## config.mk

```make
export PLATFORM = sky130hd
export DESIGN_NAME = sqrt_arbiter
export DESIGN_NICKNAME = d
export VERILOG_FILES = /design/src/rtl/sqrt_arbiter.sv
export SDC_FILE = /design/constraint.sdc
export NUM_CORES = 1
export LEC_CHECK = 0
export BUFFER_PORTS_ARGS = -buffer_cell sky130_fd_sc_hd__clkbuf_2
export CORE_ASPECT_RATIO = 1.25
export CORE_MARGIN = 5
export CORE_UTILIZATION = 31
export DETAILED_ROUTE_END_ITERATION = 8
export PLACE_DENSITY = 0.64
export SYNTH_ARGS = -nofsm -noshare
export SYNTH_HDL_FRONTEND = slang
export SYNTH_SLANG_ARGS = --single-unit
```

## constraint.sdc

```tcl
create_clock -name clk -period 2 [get_ports clk]
set_clock_uncertainty 0.1 [all_clocks]
set_input_delay 0.2 -clock clk [delete_from_list [all_inputs] [get_ports clk]]
set_output_delay 0.2 -clock clk [all_outputs]
set_load 0.03 [all_outputs]
```

## src/rtl/sqrt_arbiter.sv

```systemverilog
// sqrt_arbiter
//   Two-requester round-robin front end for a multi-cycle square-root
//   datapath. A grant latches the winner's operands, pulses dp_start, waits
//   for dp_done (bounded by TIMEOUT cycles), and then returns a one-cycle
//   ack to the winner. A timeout returns 8'h00 with err=1 and bumps a
//   saturating error counter.
//
//   Ports
//     clk, rst             clock, synchronous active-high reset
//     req0/req1            level requests, held until ack
//     a0,b0 / a1,b1        operands of requester 0 / 1
//     ack0/ack1            one-cycle completion pulses
//     res, err             response data and timeout flag (valid with ack)
//     err_cnt              saturating timeout count
//     dp_start,dp_a,dp_b   datapath launch and latched operands
//     dp_done,dp_result    datapath completion and result
//     busy, state          status / debug
//
//   state | meaning
//   ------+--------------------------------------------------------
//   IDLE  | wait for a request, arbitrate, latch operands
//   START | dp_start pulse, clear timeout counter
//   WAIT  | wait for dp_done or timeout
//   RESP  | issue ack (registered, visible in the following cycle)
module sqrt_arbiter #(
  parameter int TIMEOUT = 32
) (
  input  logic       clk,
  input  logic       rst,
  input  logic       req0,
  input  logic       req1,
  input  logic [7:0] a0,
  input  logic [7:0] b0,
  input  logic [7:0] a1,
  input  logic [7:0] b1,
  output logic       ack0,
  output logic       ack1,
  output logic [7:0] res,
  output logic       err,
  output logic [7:0] err_cnt,
  output logic       dp_start,
  output logic [7:0] dp_a,
  output logic [7:0] dp_b,
  input  logic       dp_done,
  input  logic [7:0] dp_result,
  output logic       busy,
  output logic [2:0] state
);

  localparam logic [2:0] S_IDLE  = 3'd0;
  localparam logic [2:0] S_START = 3'd1;
  localparam logic [2:0] S_WAIT  = 3'd2;
  localparam logic [2:0] S_RESP  = 3'd3;

  localparam int CW = (TIMEOUT > 1) ? $clog2(TIMEOUT) : 1;
  localparam logic [CW-1:0] TC = CW'(TIMEOUT - 1);

  logic [CW-1:0] cnt;
  logic          gid;       // id of the requester being served
  logic          last;      // last-granted pointer
  logic          resp_err;  // outcome of the current operation
  logic          win;

  // On a tie the winner is the id that was not granted last.
  always_comb begin
    win = 1'b0;
    if (req0 && req1) win = ~last;
    else              win = req1;
  end

  assign dp_start = (state == S_START);
  assign busy     = (state != S_IDLE);

  always_ff @(posedge clk) begin
    if (rst) begin
      state    <= S_IDLE;
      cnt      <= '0;
      gid      <= 1'b0;
      last     <= 1'b1;
      resp_err <= 1'b0;
      ack0     <= 1'b0;
      ack1     <= 1'b0;
      err      <= 1'b0;
      res      <= 8'h00;
      err_cnt  <= 8'h00;
      dp_a     <= 8'h00;
      dp_b     <= 8'h00;
    end else begin
      ack0 <= 1'b0;
      ack1 <= 1'b0;
      err  <= 1'b0;
      case (state)
        S_IDLE: begin
          if (req0 || req1) begin
            gid   <= win;
            dp_a  <= win ? a1 : a0;
            dp_b  <= win ? b1 : b0;
            state <= S_START;
          end
        end
        S_START: begin
          cnt   <= '0;
          state <= S_WAIT;
        end
        S_WAIT: begin
          // dp_done takes priority over a simultaneous terminal count
          if (dp_done) begin
            res      <= dp_result;
            resp_err <= 1'b0;
            state    <= S_RESP;
          end else if (cnt == TC) begin
            res      <= 8'h00;
            resp_err <= 1'b1;
            if (err_cnt != 8'hFF) err_cnt <= err_cnt + 8'd1;
            state    <= S_RESP;
          end else begin
            cnt <= cnt + CW'(1);
          end
        end
        S_RESP: begin
          ack0  <= ~gid;
          ack1  <= gid;
          err   <= resp_err;
          last  <= gid;
          state <= S_IDLE;
        end
        default: state <= S_IDLE;
      endcase
    end
  end

endmodule
```

* Word level (Yosys, flattened, before mapping)
Index checks and enable logic that the tools add are counted.
Word-level totals: bits in writable memories 0, memories 0, output and inout bits 40, register bits 46, memory bits (read-only) 0, latch bits 0, logic and storage cells 53
Cells by class: reductions and logical operators 12, magnitude comparators 0, multiplexer cells 14, $mul 0, shift operators 0, divide/modulo/power cells 0, eq/ne operators 9, add/sub/neg operators 2, bitwise gates (word level) 4
Operators by type and width (count):
- 2-to-1 mux 8 bit | 4
- 2-to-1 mux 5 bit | 2
- case mux 5 bit (2 select lines) | 1
- 2-to-1 mux 3 bit | 3
- case mux 3 bit (3 select lines) | 1
- adder 8 x 1 -> 8 bit, second input constant | 1
- != test 8 bit, second input constant | 1
- == test 3 x 2 -> 1 bit, second input constant | 2
- != test 2 bit, second input constant | 3
- AND reduction 2 bit | 3
- adder 5 x 1 -> 5 bit, second input constant | 1
- == test 5 bit, second input constant | 1
- inverter 1 bit | 4
- AND reduction 4 bit | 1
- nonzero test 2 bit | 2
- == test 3 x 1 -> 1 bit, second input constant | 1
- zero test 3 bit | 1
- 2-to-1 mux 1 bit | 3
- != test 3 bit, second input constant | 1
- AND reduction 3 bit | 1
- nonzero test 3 bit | 1
- OR reduction 2 bit | 1
- logical AND 1 bit | 1
- logical OR 1 bit | 1

* Logic depth before layout (Yosys ltp)
depth after elaboration 4, depth in mapped cells 8

* Worst setup path after synthesis
OpenSTA, ideal clock, no wires.
path type register -> register, start point register cnt[0], end point register err_cnt[7], data arrival time 1.838 ns, clock period less this slack 2.008 ns, data required time 1.830 ns, stages on the path, launching flop included 9, setup time 0.070 ns, slack -0.008 ns, cell sequence dfxtp_1 > ha_1 > and3_1 > ha_1 > nand3b_1 > a31o_1 > buf_6 > or4_1 > a21oi_1
Between the ends: word-level cells in the longest chain between the ends 2
Ends and longest elaborated chain:
- from (decl) | line 58 | logic [CW-1:0] cnt;
- from (signal assigned) | line 117 | cnt <= cnt + CW'(1);
- == test 5 bit | line 111 | end else if (cnt == TC) begin
- AND reduction 4 bit (no source line)
- to (signal assigned) | line 114 | if (err_cnt != 8'hFF) err_cnt <= err_cnt + 8'd1;
- to (decl) | line 40 | output logic [7:0] err_cnt,
Every way passes these cells. A chain may end at the register's enable or synchronous reset.

* Worst setup path after layout
Ends and elaborated chain as after synthesis.

==> impl_results.md <==
- Status: complete, no violations
- Static leakage: 0.001171 µW
- Worst path depth: 7
- Switching Fraction: 42.13%
- DRT Pass-1 Iters: 4
- Top cell type's share of synthesized area: 46.04%
- Main synth FF type: dfxtp_1
- RR Endpoint: err_cnt[7]
- Fmax: 0.5113 GHz
- Number of synthesized register bits: 45
- Layout cells sized above 1: 37.42%
- Initial DRC Count: 15
- Worst hold slack: 36.29 ps
- Setup Crit Path Kind: register to register
- Antenna viol nets, final: 0
- Mapped Nets: 265
- Hold path depth: 3
- Cts hold-fix bufs: 0
- Vias: 1795
- WHS Endpoint: res[1]
- Grt total ovfl: 0
- CP max stage delay: 480 ps
- Crit Path Max Fanout: 5
- Min Tclk post-route: 1956 ps
- Worst R2R Start: cnt[0]
- Placed Cells incl. Taps: 377
- Sw power: 1301 µW
- Worst R2R Path Depth: 7
- Critical Path RT: 2130 ps
- Busiest layer in global routing: met2
- Peak VDD IR: 374.8 µV
- Largest net degree at the start of global routing: 33
- Final setup violation count: 0
- Flop2flop setup slack: 40 ps
- Top-level port count: 85
- Crit share post-route: 97.79%
- CTS Buf Count: 5
- Vias per inst: 4.638
- Yosys cell types: 38
- First-pass GRT wire length: 7.251 mm
- Mapped Area: 1957 µm²
- Hpwl dp: 3.424 mm
- Avg Cell Area, Syn: 9.187 µm²
- Number of flops mapped to enable cells by yosys: 0
- Final Hold Vio Count: 0
- Die height: 98.83 µm
- Int Power: 1786 µW
- YS warnings: 0
- Grt met1 use: 12.52%
- Area post-placement: 2515 µm²
- Worst slew margin: 59.01%
- Number of global-route vias before repair: 1707
- Slowest-stage cell, CP: or4_1
- H-tree depth: 2
- Synth async-reset ratio: 0%
- Most frequent cell after synthesis: dfxtp_1
- Non-filler cells, final: 387
- Crit start category: register
- RD Place Congestion: 0.7491
- Area contributors post-synth: dfxtp_1, mux2i_1, nor2_1, a211oi_1, ha_1
- Post-synth top cells: dfxtp_1, nor2_1, mux2i_1, a211oi_1, clkbuf_1
- Final Cell Area: 2651 µm²
- Clock sinks: 45
- Layout area overhead: 35.49%
- DIE WIDTH: 81.07 µm
- Initial Utilization: 31.74%
- Met3 Track Usage GR: 4.296%
- WP buf/inv: 0
- Initial antenna violation count: 0
- Crit path capture type: register
- Clock slew at reported path FFs: 90 ps
- Routed wire length per instance: 11.61 µm
- CTS tree: yes
- Root Driver: clkbuf_8
- Die Area: 8012 µm²
- Synth Instances: 213
- Cell Pwr Density: 1164 nW/µm²
- Antenna Cells: 0
- Met2 usage: 19.17%
- Total core area: 6166 µm²
- Std cell rows: 32
- Layout Nets: 353
- Worst-skew pair later-pin latency: 290 ps
- Bufs on Longest Clock Path: 2
- RSZ-0062 raised after global routing: true
- Total Negative Setup Slacks: 0 ps
- Detailed-route DRC error count: 0
- Hold crit path type: primary input to register
- Combinational share of power: 44.6%
- Most common cell on crit path: ha_4
- Worst-Margin Slew: 614.8 ps
- Largest area contributor in the netlist: dfxtp_1
- Port Buffers: 83
- Max cap viols: 0
- Hold path startpoint: dp_result[1]
- Cell Chain, Critical Path: ha_4 -> and3_4 -> ha_4 -> nand3b_1 -> a31o_1 -> or4_1 -> a21oi_1
- DRT Wirelength: 4.492 mm
- GR Util All Layers: 11.16%
- Share of power burned in registers: 37.6%
- CP Data Arrival Time: 2090 ps
- Worst path top cell family by delay: simple AND/OR/NAND/NOR gates
- Clock Power Share: 17.7%
- Sequential share of the synthesized area: 46.04%
- Max-slew violation count: 0
[cells by family after synthesis]
family	Yosys count	share of synthesized area, %
AND/OR/NAND/NOR	74	18.48
flip-flops	45	46.04
multiplexers	19	9.782
adder cells (fa/ha/maj)	7	4.475
AO/OA/AOI/OAI	45	15.47
XOR/XNOR	2	0.8953
buffers and inverters	20	4.667
other	1	0.1916
[worst register-to-register path, cell delays in order, from the launching register on]
cell and delay, ps:
dfxtp_4 370, ha_4 130, and3_4 190, ha_4 140, nand3b_1 90, a31o_1 250, or4_1 480, a21oi_1 150
[state kept, by name (all words and copies together) (netlist names), 2 cells and up]
signal and cells:
state 2, cnt 5, dp_a 8, err_cnt 8, dp_b 8, res 8
[through the flow]
| step | util (%) | total power, µW | worst slack, ps |
|---|---|---|---|
| 6_report | 43.00 | 3087 | 44.12 |
| 3_5_place_dp | 40.79 | 2566 | 13.25 |
| 3_3_place_gp | 40.79 | 2551 | 37.06 |
| 2_1_floorplan | - | 2134 | 5.541 |
| 4_1_cts | 42.21 | 3134 | 1.341 |
| 5_1_grt | 43.00 | 3314 | -28.44 |
[layer usage]
metal / routed length, µm / vias to the layer above
met4: 31 / 0
met1: 1955 / 787
met3: 463 / 4
li1: - / 938
met5: 0 / -
met2: 2041 / 66
[timing repair]
action	in CTS	in global routing
setup endpoints to repair	0	6
buffers inserted	0	2
endpoints found under the hold margin	0	0
gates resized for setup	0	6
[cell type report]
type / instances / area, µm²
fill: 641 / 3515
multi-input combinational: 148 / 1007
sequential: 45 / 905.9
timing repair buffer: 96 / 525.5
tap: 85 / 106.4
clock buffer: 6 / 72.57
inverter: 5 / 18.77
clock inverter: 2 / 15.01
[placed cells by master, fill, tap and decap left out, types with 3 or more instances in the layout]
cell,n
a211oi_1,16
a21oi_1,10
a22oi_1,8
buf_4,12
clkbuf_2,83
clkbuf_8,5
dfxtp_1,43
ha_1,5
inv_1,5
mux2i_1,18
nand2_1,9
nand3_1,4
nand4_1,4
nor2_1,32
o21ai_0,3
or3_1,4
[power by group through the flow]
stage	registers, µW	clock network [µW]	logic, µW
final	1160	547	1380
after global routing	1190	618	1510
after CTS	1160	582	1390
after detailed placement	1180	0	1390
after global placement	1180	0	1380
after floorplan	1500	0	638
[worst max-delay path by stage]
stage | from | endpoint | slack [ps]
after CTS | cnt[0] | err_cnt[3] | 1
after floorplan | cnt[0] | err_cnt[7] | 6
after global routing | cnt[0] | err_cnt[3] | -30
after global placement | cnt[0] | err_cnt[2] | 40
after detailed placement | cnt[0] | err_cnt[3] | 10
final | cnt[0] | err_cnt[7] | 40
Note: power is estimated with default switching activity, not from simulation.
